[config.mk]
export PLATFORM = sky130hd
export DESIGN_NAME = rs_flag_bank_flat
export DESIGN_NICKNAME = d
export VERILOG_FILES = /design/src/rtl/rs_flag_bank_if.sv /design/src/rtl/rs_flag_bank.sv /design/src/flat_wrapper.sv
export SDC_FILE = /design/constraint.sdc
export NUM_CORES = 1
export LEC_CHECK = 0
export ABC_AREA = 1
export CAP_MARGIN = 20
export CORE_MARGIN = 2
export CORE_UTILIZATION = 44
export CTS_CLUSTER_SIZE = 30
export DETAILED_ROUTE_END_ITERATION = 10
export GPL_ROUTABILITY_DRIVEN = 0
export PLACE_DENSITY = 0.8
export REMOVE_ABC_BUFFERS = 1
export SLEW_MARGIN = 20
export SYNTH_ARGS = -nofsm -noshare
export SYNTH_HDL_FRONTEND = slang
export SYNTH_SLANG_ARGS = --single-unit
[constraint.sdc]
create_clock -name clk -period 1.51 [get_ports clk]
set_input_delay 0.151 -clock clk [delete_from_list [all_inputs] [get_ports clk]]
set_output_delay 0.151 -clock clk [all_outputs]
set_load 0.005 [all_outputs]
[src/rtl/rs_flag_bank_if.sv]
// Signal bundle for rs_flag_bank: per-channel set/clear/mode/mask inputs
// and the latched flag state with the combined request outputs.
interface rs_flag_bank_if #(
    parameter int CHANNELS = 4
);
    localparam int ID_W = (CHANNELS > 1) ? $clog2(CHANNELS) : 1;

    logic [CHANNELS-1:0] set_n;      // asynchronous, active-low set requests
    logic [CHANNELS-1:0] clr;        // synchronous clear pulses
    logic [CHANNELS-1:0] edge_mode;  // 1 = falling-edge set, 0 = level set
    logic [CHANNELS-1:0] mask;       // interrupt enables
    logic [CHANNELS-1:0] flags;      // latched flag state
    logic                irq_n;      // active-low combined request
    logic [ID_W-1:0]     first;      // lowest pending enabled channel

    modport master (
        output set_n, clr, edge_mode, mask,
        input  flags, irq_n, first
    );

    modport slave (
        input  set_n, clr, edge_mode, mask,
        output flags, irq_n, first
    );
endinterface

[src/rtl/rs_flag_bank.sv]
// Bank of independent set/reset flags. Each set_n input is synchronised,
// turned into a level or falling-edge set event, and combined with a
// synchronous clear. Masked flags drive an active-low combined request and
// a lowest-index pending encoder.
module rs_flag_bank #(
    parameter int CHANNELS     = 4,
    parameter int SET_PRIORITY = 1,
    parameter int SYNC_STAGES  = 2
) (
    input  logic          clk,
    input  logic          rst_n,
    rs_flag_bank_if.slave bus
);
    localparam int ID_W = (CHANNELS > 1) ? $clog2(CHANNELS) : 1;

    // Tracks how far real post-reset samples have travelled down the
    // synchroniser chains. Bit SYNC_STAGES-1 qualifies the sync stage and bit
    // SYNC_STAGES qualifies prev. The reset value 1 in the chains is not a real
    // observation of set_n high, so a set_n already low at reset release must
    // not look like a falling edge.
    logic [SYNC_STAGES:0] vld_reg;
    logic [CHANNELS-1:0]  flags_vec;
    logic [CHANNELS-1:0]  pend;
    logic [ID_W-1:0]      first_idx;

    // Validity shift register: fills with ones after reset release.
    always_ff @(posedge clk or negedge rst_n) begin
        if (!rst_n) begin
            vld_reg <= '0;
        end else begin
            vld_reg <= {vld_reg[SYNC_STAGES-1:0], 1'b1};
        end
    end

    genvar gi;
    generate
        for (gi = 0; gi < CHANNELS; gi++) begin : g_ch
            logic [SYNC_STAGES-1:0] sync_reg;
            logic                   prev_reg;
            logic                   flag_reg;
            logic                   flag_next;
            logic                   set_ev;
            logic                   sync_bit;

            assign sync_bit = sync_reg[SYNC_STAGES-1];

            // Synchroniser chain and previous-sample register; idle level is 1.
            always_ff @(posedge clk or negedge rst_n) begin
                if (!rst_n) begin
                    sync_reg <= '1;
                    prev_reg <= 1'b1;
                end else begin
                    sync_reg <= {sync_reg[SYNC_STAGES-2:0], bus.set_n[gi]};
                    prev_reg <= sync_bit;
                end
            end

            // Set event detection and set/clear resolution.
            always_comb begin
                set_ev    = 1'b0;
                flag_next = flag_reg;
                if (bus.edge_mode[gi]) begin
                    set_ev = vld_reg[SYNC_STAGES] & prev_reg & ~sync_bit;
                end else begin
                    set_ev = ~sync_bit;
                end
                if (set_ev && bus.clr[gi]) begin
                    flag_next = (SET_PRIORITY != 0);
                end else if (set_ev) begin
                    flag_next = 1'b1;
                end else if (bus.clr[gi]) begin
                    flag_next = 1'b0;
                end
            end

            // Flag state register.
            always_ff @(posedge clk or negedge rst_n) begin
                if (!rst_n) begin
                    flag_reg <= 1'b0;
                end else begin
                    flag_reg <= flag_next;
                end
            end

            assign flags_vec[gi] = flag_reg;
        end
    endgenerate

    assign pend = flags_vec & bus.mask;

    // Lowest-index pending enabled channel; scanning downwards lets the
    // lowest index overwrite any higher one.
    always_comb begin
        first_idx = '0;
        for (int i = CHANNELS - 1; i >= 0; i--) begin
            if (pend[i]) begin
                first_idx = ID_W'(i);
            end
        end
    end

    assign bus.flags = flags_vec;
    assign bus.irq_n = ~|pend;
    assign bus.first = first_idx;
endmodule

[src/flat_wrapper.sv]
// flat-port wrapper written by rule: the top's interface ports become plain ports
module rs_flag_bank_flat 
#(
    parameter int CHANNELS     = 4,
    parameter int SET_PRIORITY = 1,
    parameter int SYNC_STAGES  = 2
)
  (clk, rst_n, bus_set_n, bus_clr, bus_edge_mode, bus_mask, bus_flags, bus_irq_n, bus_first);
  rs_flag_bank_if #(.CHANNELS(CHANNELS)) bus_i ();
  input  logic clk;
  input  logic rst_n;
  input wire logic [$bits(bus_i.set_n)-1:0] bus_set_n;
  input wire logic [$bits(bus_i.clr)-1:0] bus_clr;
  input wire logic [$bits(bus_i.edge_mode)-1:0] bus_edge_mode;
  input wire logic [$bits(bus_i.mask)-1:0] bus_mask;
  output wire logic [$bits(bus_i.flags)-1:0] bus_flags;
  output wire logic [$bits(bus_i.irq_n)-1:0] bus_irq_n;
  output wire logic [$bits(bus_i.first)-1:0] bus_first;
  assign bus_i.set_n = bus_set_n;
  assign bus_i.clr = bus_clr;
  assign bus_i.edge_mode = bus_edge_mode;
  assign bus_i.mask = bus_mask;
  assign bus_flags = bus_i.flags;
  assign bus_irq_n = bus_i.irq_n;
  assign bus_first = bus_i.first;
  rs_flag_bank #(.CHANNELS(CHANNELS), .SET_PRIORITY(SET_PRIORITY), .SYNC_STAGES(SYNC_STAGES)) u_core (.clk(clk), .rst_n(rst_n), .bus(bus_i));
endmodule
==> reports/results.txt, run 1 <==
Register-to-register setup slack: 0.68 ns
Die width: 42.9 um
Met2 usage in global routing: 20.3%
Clk sinks: 19
RSZ-0062 raised after global routing: no
Met3 Use GR: 4.26%
CTS tree: yes
Largest register FFs: 8
Share of Yosys cell area claimed by the top area cell type: 47.4%
Detail Placement HPWL: 734 um
Die area: 1840 um2
Residual DRC count: 0
Leakage: 0.462 nW
Layout area overhead: 42.5%
Initial DRT Pass Iterations: 4
Average wire per standard cell: 9.75 um
Final setup fails: 0
Starting Density: 45.8%
Reg clk slew, reported paths: 0.10 ns
Die Y: 42.9 um
Max Cap Viol: 0
Status: finished clean
Worst Path Required: 1.36 ns
# IOs: 25
Ranking of synthesized cells by area: dfstp_2 47%, dfrtp_1 26%, nand2_1 11%
GR Overflow Total: 0
Mapped Area: 666 um2
Hold Slack: 0.170 ns
Synthesized area per cell: 11.9 um2
Element type at the critical path end: primary output
CP arrival: 1.24 ns
Syn Inst Count: 56
Vias per cell: 4.32
Nets@finish: 102
Maximum clock insertion buffer count: 2
Rows: 14
Post-synth cell types: 10
Highest net fanout along the worst path: 2
Setup CP Type: flop to primary output
Latest clock arrival within the worst-skew pair: 0.29 ns
Vias: 428
PwrDens: 998 nW/um2
Htree depth: 1
Synth Register Bits: 19
Busiest grt layer: met2
Fmax: 717 MHz
Yosys warning total: 0
Clock Root Buffer: clkbuf_4
Largest net degree at the start of global routing: 20
Fin crit share: 92.3%
Tmin final: 1.39 ns
Core area: 1450 um2
Finished Layout Cells: 99
Antenna diodes: 0
VDD IR max: 0.549 mV
Vias in the first global route: 434
Final clock skew: 0.00481 ns
Final Max Slew Viols: 0
Final ANT Viol Nets: 0
GR Layer Usage met1: 15.2%
Leading area contributor after synthesis: dfstp_2
Clock buffer count from CTS: 3
Initial drt markers: 4
Routed WL: 965 um
CTS hold repair buffers: 0
Sequential area share after synthesis: 73.7%
Placed Cells: 93
Hold Vio Cnt, Final: 0
IO Port Bufs: 24
Critical Path Start Type: flop
Hold WC Path Type: input pin to asynchronous set/reset pin
Tot GR Track Use: 13.7%
Global-route wire length before repair: 1.74 mm
Share of layout cells above drive strength 1: 26.5%
Initial antenna violation count: 0
## area by class of cell
type	instances	area, um2
fill	121	505
multi-input combinational	27	129
inverter	6	22.5
clock inverter	1	5.00
sequential	19	490
clock buffer	3	22.5
tap	16	20.0
timing repair buffer	27	259
## cells in the mapped netlist
cell     number
a21o_1        4
a21oi_1       1
a21oi_2       1
buf_4         4
conb_1        1
dfrtp_1       7
dfstp_2      12
inv_1         6
nand2_1      19
nor2_1        1
## cells by family (layout without fill, tap and decap cells)
| logic type | Yosys count | in the layout | synth area share, % |
|---|---|---|---|
| buffers and inverters | 10 | 37 | 7.89 |
| AO/OA/AOI/OAI | 6 | 6 | 6.58 |
| other | 1 | 1 | 0.563 |
| flip-flops | 19 | 19 | 73.7 |
| AND/OR/NAND/NOR | 20 | 20 | 11.3 |
## metrics by stage
| step | cell area (um2) | TNS [ns] | power, mW | setup WS, ns | util (%) |
|---|---|---|---|---|---|
| after floorplan | 636 | 0 | 0.610 | 0.685 | - |
| after global placement | 903 | -0.0188 | 0.706 | -0.0188 | 62.1 |
| after detailed placement | 903 | -0.0447 | 0.712 | -0.0447 | 62.1 |
| after CTS | 945 | 0 | 0.961 | 0.0988 | 65.0 |
| after global routing | 948 | 0 | 1.00 | 0.00258 | 65.2 |
| final | 948 | 0 | 0.946 | 0.116 | 65.2 |
## power by group
group	switching, mW	internal, mW	total (mW)	leakage, nW
Clock	0.143	0.0984	0.242	0.0177
Sequential	0.0142	0.552	0.567	0.208
Combinational	0.0480	0.0896	0.138	0.236
Total	0.206	0.740	0.946	0.462
## placed cells by master (no fill, tap or decap), drive strengths merged, types with 2 or more instances in the layout
cell type      count
buf                3
clkdlybuf4s50     21
a21o               4
dlygate4sd2        3
dfrtp              7
inv                6
clkbuf             3
nand2             19
a21oi              2
dfstp             12
## what timing repair did
| item | in CTS | in global routing |
|---|---|---|
| resized for setup | 4 | 1 |
| buffers inserted | 2 | 0 |
| gates cloned | 0 | 0 |
| setup endpoints to repair | 3 | 1 |
## worst paths after layout
kind / from / end / depth (start not counted)
max: u_core.g_ch[0].flag_reg / bus_flags[0] / 2
min reg2reg: u_core.g_ch[3].sync_reg[0] / u_core.g_ch[3].sync_reg[1] / 0
max in group asynchronous: rst_n / u_core.g_ch[2].prev_reg / 2
min: rst_n / u_core.vld_reg[0] / 2
max reg2reg: u_core.g_ch[2].prev_reg / u_core.g_ch[2].flag_reg / 3
min in group clk: bus_set_n[0] / u_core.g_ch[0].sync_reg[0] / 1
## worst max-delay path, stage by stage, from the launching register on
cell and delay (ns):
dfrtp_1 0.39, buf_4 0.13, clkdlybuf4s50_1 0.43
## metal layers
| metal | vias to the layer above | part of all wire, % |
|---|---|---|
| met5 | - | 0 |
| li1 | 217 | - |
| met4 | 0 | 1.8 |
| met1 | 186 | 38 |
| met3 | 2 | 12 |
| met2 | 23 | 48 |
(Power assumes the default switching activity.)
==> run 2, diff against run 1 <==
--- a/config.mk
+++ b/config.mk
@@ -7,12 +7,14 @@
 export LEC_CHECK = 0
 export ABC_AREA = 1
 export CAP_MARGIN = 20
+export CELL_PAD_IN_SITES_DETAIL_PLACEMENT = 2
+export CELL_PAD_IN_SITES_GLOBAL_PLACEMENT = 2
 export CORE_MARGIN = 2
-export CORE_UTILIZATION = 44
+export CORE_UTILIZATION = 27
 export CTS_CLUSTER_SIZE = 30
 export DETAILED_ROUTE_END_ITERATION = 10
 export GPL_ROUTABILITY_DRIVEN = 0
-export PLACE_DENSITY = 0.8
+export PLACE_DENSITY_LB_ADDON = 0.1
 export REMOVE_ABC_BUFFERS = 1
 export SLEW_MARGIN = 20
 export SYNTH_ARGS = -nofsm -noshare
==> run 2 against run 1 <==
  * Cell count increased by 14%
  * Routed wire length increased by 34%
  * Hold slack improved by 0.0023 ns
  * Critical path depth unchanged
  * First-iteration DRC count decreased by 100%
  * Count of clock-buffer cells in the layout increased by 1
  * Utilization decreased by 22 points
  * Global-route usage decreased by 2.5 points
  * Fmax decreased by 2.4%
  * Total power increased by 2.1%
  * Clock skew increased by 0.0020 ns
  * Largest cell class unchanged
==> reports/results.txt, run 2 (same netlist as run 1, synthesis figures left out) <==
Die Y: 53.7 um (was 42.9 um)
Share of layout cells above drive strength 1: 28.2% (was 26.5%)
Tot GR Track Use: 11.2% (was 13.7%)
Average wire per standard cell: 11.4 um (was 9.75 um)
Clock Root Buffer: clkbuf_4 (unchanged)
Final ANT Viol Nets: 0 (unchanged)
Critical path's slowest cell: clkdlybuf4s50_1 (unchanged)
Clock buffer count from CTS: 3 (unchanged)
Clock Power Share: 25.7% (was 25.6%)
Largest net degree at the start of global routing: 20 (unchanged)
Final clock skew: 0.00678 ns (was 0.00481 ns)
Most frequent cells in the layout: 21 x clkdlybuf4s50_1, 16 x nand2_1, 12 x dfstp_2 (was 21 x clkdlybuf4s50_1, 18 x nand2_1, 12 x dfstp_2)
Vias per cell: 4.08 (was 4.32)
Residual DRC count: 0 (unchanged)
Status: finished clean (unchanged)
Initial antenna violation count: 0 (unchanged)
Switching share of power: 22.2% (was 21.7%)
Antenna diodes: 0 (unchanged)
Final core utilization: 43.0% (was 65.2%)
Vias in the first global route: 505 (was 434)
Initial DRT Pass Iterations: 1 (was 4)
PwrDens: 987 nW/um2 (was 998 nW/um2)
Core area: 2280 um2 (was 1450 um2)
Element type at the critical path end: primary output (unchanged)
Detail Placement HPWL: 973 um (was 734 um)
RSZ-0062 raised after global routing: no (unchanged)
Fin crit share: 94.6% (was 92.3%)
Hold Vio Cnt, Final: 0 (unchanged)
Most common cell after layout, fill and taps aside: clkdlybuf4s50_1 (unchanged)
IO Port Bufs: 24 (unchanged)
Maximum clock insertion buffer count: 2 (unchanged)
Flop pwr share: 58.8% (was 59.9%)
Die width: 53.7 um (was 42.9 um)
Hold WC Path Type: input pin to asynchronous set/reset pin (unchanged)
Largest register FFs: 8 (unchanged)
Tmin final: 1.43 ns (was 1.39 ns)
Switch Pwr: 214 uW (was 206 uW)
Vias: 461 (was 428)
Critical Path Start Type: flop (unchanged)
Worst Path Required: 1.36 ns (about the same)
Starting Density: 29.2% (was 45.8%)
Nets@finish: 104 (was 102)
Highest net fanout along the worst path: 2 (unchanged)
Die area: 2880 um2 (was 1840 um2)
CTS tree: yes (unchanged)
Initial drt markers: 0 (was 4)
Total power: 966 uW (was 946 uW)
Combinational share of power: 15.5% (was 14.5%)
Internal power: 751 uW (was 740 uW)
Routed WL: 1.29 mm (was 965 um)
Critical path's largest stage delay: 0.49 ns (was 0.43 ns)
Fmax: 700 MHz (was 717 MHz)
Final Cell Area: 978 um2 (was 948 um2)
Layout area overhead: 47.0% (was 42.5%)
Leakage: 0.470 nW (was 0.462 nW)
GR Overflow Total: 0 (unchanged)
Reg clk slew, reported paths: 0.10 ns (about the same)
# IOs: 25 (unchanged)
Final setup fails: 0 (unchanged)
Clk sinks: 19 (unchanged)
Htree depth: 1 (unchanged)
Global-route wire length before repair: 2.20 mm (was 1.74 mm)
Sequence of cells on the critical path: buf_4 > clkdlybuf4s50_1 (unchanged)
Area after DPL: 918 um2 (was 903 um2)
Rows: 17 (was 14)
Final Max Slew Viols: 0 (unchanged)
Max Cap Viol: 0 (unchanged)
CP arrival: 1.28 ns (was 1.24 ns)
VDD IR max: 0.554 mV (was 0.549 mV)
Setup CP Type: flop to primary output (unchanged)
Latest clock arrival within the worst-skew pair: 0.29 ns (about the same)
==> run 2: cell types whose count changed in the layout (fill, tap and decap cells not counted), sizes merged <==
cell    before  now
buf          3    5
clkbuf       3    4
clkinv       1    0
==> run 2: critical path, delay by kind of cell, from the launching register on <==
kind     cells  cell delay (ns)
buf+inv      2             0.61
flops        1             0.38
==> run 2: layer usage <==
layer  vias to the layer above  GRT usage, %  share of wire (%)
met5                         -             0                  0
met2                        19          18.9                 52
met1                       217          13.0                 40
li1                        221             -                  -
met3                         4          1.67                6.4
met4                         0          7.69                1.8
==> run 2: metrics by stage <==
stage                     std cells  hold WS [ns]  setup slack [ns]  TNS (ns)
final                           113         0.172            0.0813         0
after global routing            113         0.171            0.0191         0
after CTS                       113         0.169            0.0561         0
after detailed placement        105         0.347           -0.0982    -0.105
after global placement          105         0.331           -0.0395   -0.0395
after floorplan                  52        -0.145             0.685         0
==> run 2: path summary, 6_finish.rpt <==
path | start | endpoint | slack [ns] | cells past startpoint
worst max-delay path | u_core.g_ch[3].flag_reg | bus_flags[3] | 0.08 | 2
worst min register to register | u_core.g_ch[2].sync_reg[0] | u_core.g_ch[2].sync_reg[1] | 0.36 | 0
worst min-delay path | rst_n | u_core.vld_reg[1] | 0.17 | 2
min in group clk | bus_set_n[1] | u_core.g_ch[1].sync_reg[0] | 0.25 | 1
max in group asynchronous | rst_n | u_core.g_ch[2].prev_reg | 1.07 | 2
worst max register to register | u_core.g_ch[2].prev_reg | u_core.g_ch[2].flag_reg | 0.66 | 3
==> run 2: power groups by stage <==
stage / Clock, mW / Combinational (mW) / Sequential [mW]
floorplan: 0 / 0.0350 / 0.575
global placement: 0 / 0.135 / 0.576
detailed placement: 0 / 0.139 / 0.579
CTS: 0.264 / 0.153 / 0.569
global route: 0.286 / 0.168 / 0.573
finish: 0.248 / 0.150 / 0.568
==> run 2: area by class of cell <==
type | instances | area (um2)
Clock buffer | 4 | 26.3
Fill cell | 251 | 1300
Inverter | 6 | 22.5
Multi-Input combinational cell | 27 | 130
Sequential cell | 19 | 490
Tap cell | 28 | 35.0
Timing Repair Buffer | 29 | 274
==> run 2: timing repair <==
item / in CTS / in global routing
hold buffers: 0 / 0
gates resized for setup: 6 / 0
setup buffers: 4 / 0
endpoints found under the setup margin: 3 / 0
==> RTL edit 1: new RTL, settings of run 1 <==
Reset style: synchronous (`rst_n`), changed in 3 clocked blocks. Comments in the files are not updated.
--- a/src/rtl/rs_flag_bank.sv
+++ b/src/rtl/rs_flag_bank.sv
@@ -25,5 +25,5 @@
 
     // Validity shift register: fills with ones after reset release.
-    always_ff @(posedge clk or negedge rst_n) begin
+    always_ff @(posedge clk) begin
         if (!rst_n) begin
             vld_reg <= '0;
@@ -46,5 +46,5 @@
 
             // Synchroniser chain and previous-sample register; idle level is 1.
-            always_ff @(posedge clk or negedge rst_n) begin
+            always_ff @(posedge clk) begin
                 if (!rst_n) begin
                     sync_reg <= '1;
@@ -75,5 +75,5 @@
 
             // Flag state register.
-            always_ff @(posedge clk or negedge rst_n) begin
+            always_ff @(posedge clk) begin
                 if (!rst_n) begin
                     flag_reg <= 1'b0;
Behaviour: differs if rst_n is asserted again (counterexample within 4 cycles, from zero or initial values and one cycle with rst_n low); with rst_n held inactive, the same outputs for 10 cycles.
==> RTL edit 1 against run 1 <==
  * Synthesized area up 1.7%
  * Largest cell class unchanged
  * Power down 9.4%
  * Cell count is 26% higher
  * Cell area down 2.0%
  * Synthesized cell count increased by 52%
  * Sequential cell count stayed put
  * Wire length grew 5.3%
  * Sequential share of layout area down 10 points
  * Critical path depth is 3 higher
  * Critical path type unchanged
  * Setup slack better by 50 ps
==> RTL edit 1: results (changes against run 1) <==
.. list-table::
   :header-rows: 1

   * - Metric
     - Value
   * - Run status
     - finished, final reports clean
   * - Leakage power of the design
     - 0.0005044 uW (+9.1%)
   * - Data arrival time of the critical path
     - 1190 ps (-50 ps)
   * - Iteration-0 DRC count of the detailed router
     - 7 (+3)
   * - Vias per cell
     - 4.168 (-3.6%)
   * - Count of different cell masters after synthesis
     - 9 (-1)
   * - Critical path peak fanout
     - 3 (+1)
   * - Relative slew slack
     - between 90 and 100%
   * - Wire length of the first global-routing pass
     - 1628 microns (-6.3%)
   * - Wire per inst
     - 8.128 microns (-17%)
   * - Global routing usage on met3
     - 5.106% (+0.85 points)
   * - Final-layout worst hold slack
     - 378.1 ps (+207.9 ps)
   * - Met1 Use GR
     - 14.40% (-0.81 points)
   * - Most frequently used flop master after synthesis
     - sky130_fd_sc_hd__dfxtp_1
   * - Biggest area contributors in the synthesized netlist
     - sky130_fd_sc_hd__dfxtp_1, sky130_fd_sc_hd__nand2_1, sky130_fd_sc_hd__inv_1
   * - Reg2reg setup slack
     - 830 ps (+150 ps)
   * - Classification of the worst-slack hold path
     - in -> reg
   * - Average cell area after synthesis
     - 7.964 sq um (-33%)
   * - Worst-case clock skew
     - 1.937 ps (-2.873 ps)
   * - Most common library cells after synthesis
     - sky130_fd_sc_hd__nand2_1, sky130_fd_sc_hd__dfxtp_1, sky130_fd_sc_hd__inv_1
   * - Clock latency of the later-clocked register in the worst-skew pair
     - between 200 and 300 ps
   * - Compound-cell area share of the yosys netlist
     - 1.479% (-5.1 points)
   * - Post-CTS Resized
     - 6 (+2)
   * - Post-synthesis async set-or-reset flop share
     - 0% (-100 points)
   * - Register area share after synthesis
     - 56.19% (-17 points)
   * - Drt first pass iters
     - 3 (-1)
   * - DP HPWL
     - 767.1 microns (+4.5%)
   * - Final-stage net count
     - 128 (+25%)
   * - Count of yosys warnings during synthesis
     - 0 (unchanged)
   * - Total via count after detailed routing
     - 521 (+22%)
   * - Buffers inserted during post-CTS setup optimization
     - 0 (-2)
   * - Vias in the first global route
     - 398 (-8.3%)
   * - GR met2 Demand/Resource
     - 16.72% (-3.6 points)
   * - Peak supply drop
     - 0.4821 mV (-12%)
   * - Root cell of the clock tree
     - sky130_fd_sc_hd__clkbuf_4
   * - Number of filler cells placed in the layout
     - 139 (+15%)
   * - Overall track demand over capacity in global routing
     - 11.75% (-1.9 points)
   * - Placed instance count
     - 121 (+30%)
   * - Flip-flop count of the largest register after layout
     - 8 (unchanged)
   * - Pin count of the biggest net entering global routing
     - 14 (-30%)
   * - Layout cell share with drive strength beyond 1
     - 7.339% (-19 points)
## RTL edit 1: layout make-up
type | count | area (sq um) | area share [%]
inverter | 16 | 60.06 | 6.460
multi-input combinational | 44 | 187.7 | 20.19
clock buffer | 4 | 26.28 | 2.826
sequential | 19 | 384.1 | 41.32
tap | 16 | 20.02 | 2.153
timing repair buffer | 26 | 251.5 | 27.05
## RTL edit 1: path summary, 6_finish.rpt
path	start	end	cells past startpoint
setup / recovery	u_core.g_ch[3].flag_reg$_SDFFE_PN0P_	bus_first[0]	5
hold / removal	bus_set_n[0]	u_core.g_ch[0].sync_reg[0]$_SDFF_PN1_	3
hold reg to reg	u_core.vld_reg[1]$_SDFF_PN0_	u_core.vld_reg[2]$_SDFF_PN0_	2
setup reg to reg	u_core.vld_reg[2]$_SDFF_PN0_	u_core.g_ch[0].flag_reg$_SDFFE_PN0P_	4
## RTL edit 1: stage by stage
step | setup TNS (ps) | setup slack [ps]
floorplan | 0 | 711.3
global placement | -27.38 | -27.38
detailed placement | -93.57 | -93.57
CTS | 0 | 143.5
global route | 0 | 87.88
finish | 0 | 165.8
## RTL edit 1: power breakdown
| part | leakage [uW] | total, uW | switching (uW) | internal, uW |
|---|---|---|---|---|
| clock network | 0.0000150 | 239 | 136 | 102 |
| logic | 0.000331 | 90.9 | 30.1 | 60.8 |
| registers | 0.000158 | 528 | 6.79 | 521 |
## RTL edit 1: routing by layer
layer	vias up	routed length, microns	share of wire (%)
met1	206	441	43
met4	0	0	0
met5	-	0	0
li1	293	-	-
met2	22	435	43
met3	0	139	14
## RTL edit 1: critical path, cell delays in order (launching register included)
cell	delay [ps]
sky130_fd_sc_hd__dfxtp_2	350
sky130_fd_sc_hd__nand2_1	80
sky130_fd_sc_hd__inv_1	60
sky130_fd_sc_hd__nand2_1	40
sky130_fd_sc_hd__a21oi_1	140
sky130_fd_sc_hd__dlygate4sd2_1	260
## RTL edit 1: cell families (layout without fill, tap and decap cells)
group	count (synthesis)	in the layout
AND/OR/NAND/NOR	42	42
AO/OA/AOI/OAI	2	2
flip-flops	19	19
buffers and inverters	22	46
==> RTL edit 2: new RTL, config.mk and constraints of run 1 <==
Made on the original files. `CHANNELS` is set to 4 in 3 places; all go to 8.
--- a/src/rtl/rs_flag_bank_if.sv
+++ b/src/rtl/rs_flag_bank_if.sv
@@ -2,5 +2,5 @@
 // and the latched flag state with the combined request outputs.
 interface rs_flag_bank_if #(
-    parameter int CHANNELS = 4
+    parameter int CHANNELS = 8
 );
     localparam int ID_W = (CHANNELS > 1) ? $clog2(CHANNELS) : 1;
--- a/src/rtl/rs_flag_bank.sv
+++ b/src/rtl/rs_flag_bank.sv
@@ -4,5 +4,5 @@
 // a lowest-index pending encoder.
 module rs_flag_bank #(
-    parameter int CHANNELS     = 4,
+    parameter int CHANNELS     = 8,
     parameter int SET_PRIORITY = 1,
     parameter int SYNC_STAGES  = 2
--- a/src/flat_wrapper.sv
+++ b/src/flat_wrapper.sv
@@ -2,5 +2,5 @@
 module rs_flag_bank_flat 
 #(
-    parameter int CHANNELS     = 4,
+    parameter int CHANNELS     = 8,
     parameter int SET_PRIORITY = 1,
     parameter int SYNC_STAGES  = 2
Ports: changed (6 resized); port bits go from 25 to 46. No check against the original RTL was run, so the function may have changed too.
==> RTL edit 2 against run 1 <==
  * Power is 90% higher
  * Setup slack worse by 53 ps
  * Synthesized cell count is 86% higher
  * Wire length is 130% higher
  * Sequential cell count is 16 higher
  * First-iteration DRC count grew to 4.8 times the old value
  * Clock skew is 1.1 ps higher
  * Cell area is 91% higher
  * Utilization is 1.1 points higher
  * Synthesized area is 88% higher
  * Die area is 79% higher
  * Largest power group unchanged
  * Highest routed layer unchanged
==> RTL edit 2: results (changes against run 1) <==
.. list-table::
   :header-rows: 1

   * - Metric
     - Value
   * - Run status
     - finished, final reports clean
   * - Number of buffers added on ports
     - 45 (+88%)
   * - Layout cell share with drive strength beyond 1
     - 37.58% (+11 points)
   * - Endpoint of the worst-slack reg-to-reg timing path
     - u_core.g_ch[6].flag_reg$_DFFE_PN0P_
   * - Pin count of the biggest net entering global routing
     - 36 (+80%)
   * - DP HPWL
     - 1653 microns (+130%)
   * - Iteration-0 DRC count of the detailed router
     - 19 (+15)
   * - Most common library cells after synthesis
     - sky130_fd_sc_hd__dfstp_2, sky130_fd_sc_hd__nand2_1, sky130_fd_sc_hd__dfrtp_1, sky130_fd_sc_hd__inv_1, sky130_fd_sc_hd__a21oi_1
   * - Switching share of power
     - 23.67% (+1.9 points)
   * - Vias in the first global route
     - 941 (+120%)
   * - Critical Path Max Stage Delay
     - 380 ps (-50 ps)
   * - Max stage delay cell, worst path
     - sky130_fd_sc_hd__dfrtp_1
   * - # H-tree levels
     - 2 (+1)
   * - GR met2 Demand/Resource
     - 27.11% (+6.8 points)
   * - Total via count after detailed routing
     - 854 (+100%)
   * - Overall track demand over capacity in global routing
     - 15.13% (+1.4 points)
   * - Reg2reg setup slack
     - 590 ps (-90 ps)
   * - Reg-to-reg critical path startpoint
     - u_core.vld_reg[2]$_DFF_PN0_
   * - Routed wire length on met3
     - 114 microns (+0.88%)
   * - Biggest area contributors in the synthesized netlist
     - sky130_fd_sc_hd__dfstp_2, sky130_fd_sc_hd__dfrtp_1, sky130_fd_sc_hd__nand2_1
   * - WL final
     - 2257 microns (+130%)
   * - Final-stage net count
     - 190 (+86%)
   * - Leakage power of the design
     - 0.0008639 uW (+87%)
   * - Area after detailed placement
     - 1707 sq um (+89%)
   * - Number of CTS-inserted buffers
     - 5 (+2)
   * - Global routing usage on met3
     - 4.082% (-0.17 points)
   * - Register area share after synthesis
     - 72.33% (-1.4 points)
   * - Count of different cell masters after synthesis
     - 15 (+5)
   * - Worst-case clock skew
     - 5.924 ps (+1.115 ps)
==> RTL edit 2: cell count changes in the layout (fill, tap and decap cells not counted), moves of 6 or more <==
cell	run 1	this run
sky130_fd_sc_hd__clkdlybuf4s50_1	21	36
sky130_fd_sc_hd__buf_4	3	9
sky130_fd_sc_hd__o21bai_1	0	8
sky130_fd_sc_hd__dfstp_2	12	24
sky130_fd_sc_hd__nand2_2	1	8
sky130_fd_sc_hd__a21oi_1	0	8
==> RTL edit 2: repair_timing <==
item                                    in CTS  in global routing
gates resized for setup                     19                 12
endpoints found under the setup margin       4                  7
hold buffers                                 0                  0
setup buffers                                4                  1
pin swaps                                    3                  5
==> RTL edit 2: how the worst max path moves through the flow <==
stage | end | slack (ps) | startpoint
2_1_floorplan | bus_first[0] | 540 | u_core.g_ch[7].flag_reg$_DFFE_PN0P_
3_3_place_gp | bus_first[0] | -200 | bus_mask[7]
3_5_place_dp | bus_first[0] | -230 | bus_mask[7]
4_1_cts | bus_flags[5] | 30 | u_core.g_ch[5].flag_reg$_DFFE_PN0P_
5_1_grt | bus_first[2] | -60 | u_core.g_ch[3].flag_reg$_DFFE_PN0P_
6_report | bus_first[0] | 60 | u_core.g_ch[7].flag_reg$_DFFE_PN0P_
==> RTL edit 2: stage by stage <==
step	power (uW)	cells	hold slack [ps]	utilization, %
after floorplan	1139	95	-144.6	-
after global placement	1335	175	331.8	62.43
after detailed placement	1346	175	336.3	62.43
after CTS	1810	187	203.6	64.85
after global routing	1902	188	196.8	66.36
final	1800	188	210.2	66.36
==> RTL edit 2: layout make-up <==
type	count	area [sq um]
Clock buffer	5	37.54
Fill cell	214	919.6
Multi-Input combinational cell	48	265.3
Inverter	12	45.04
Clock inverter	3	15.01
Timing Repair Buffer	54	506.7
Tap cell	31	38.79
Sequential cell	35	905.9
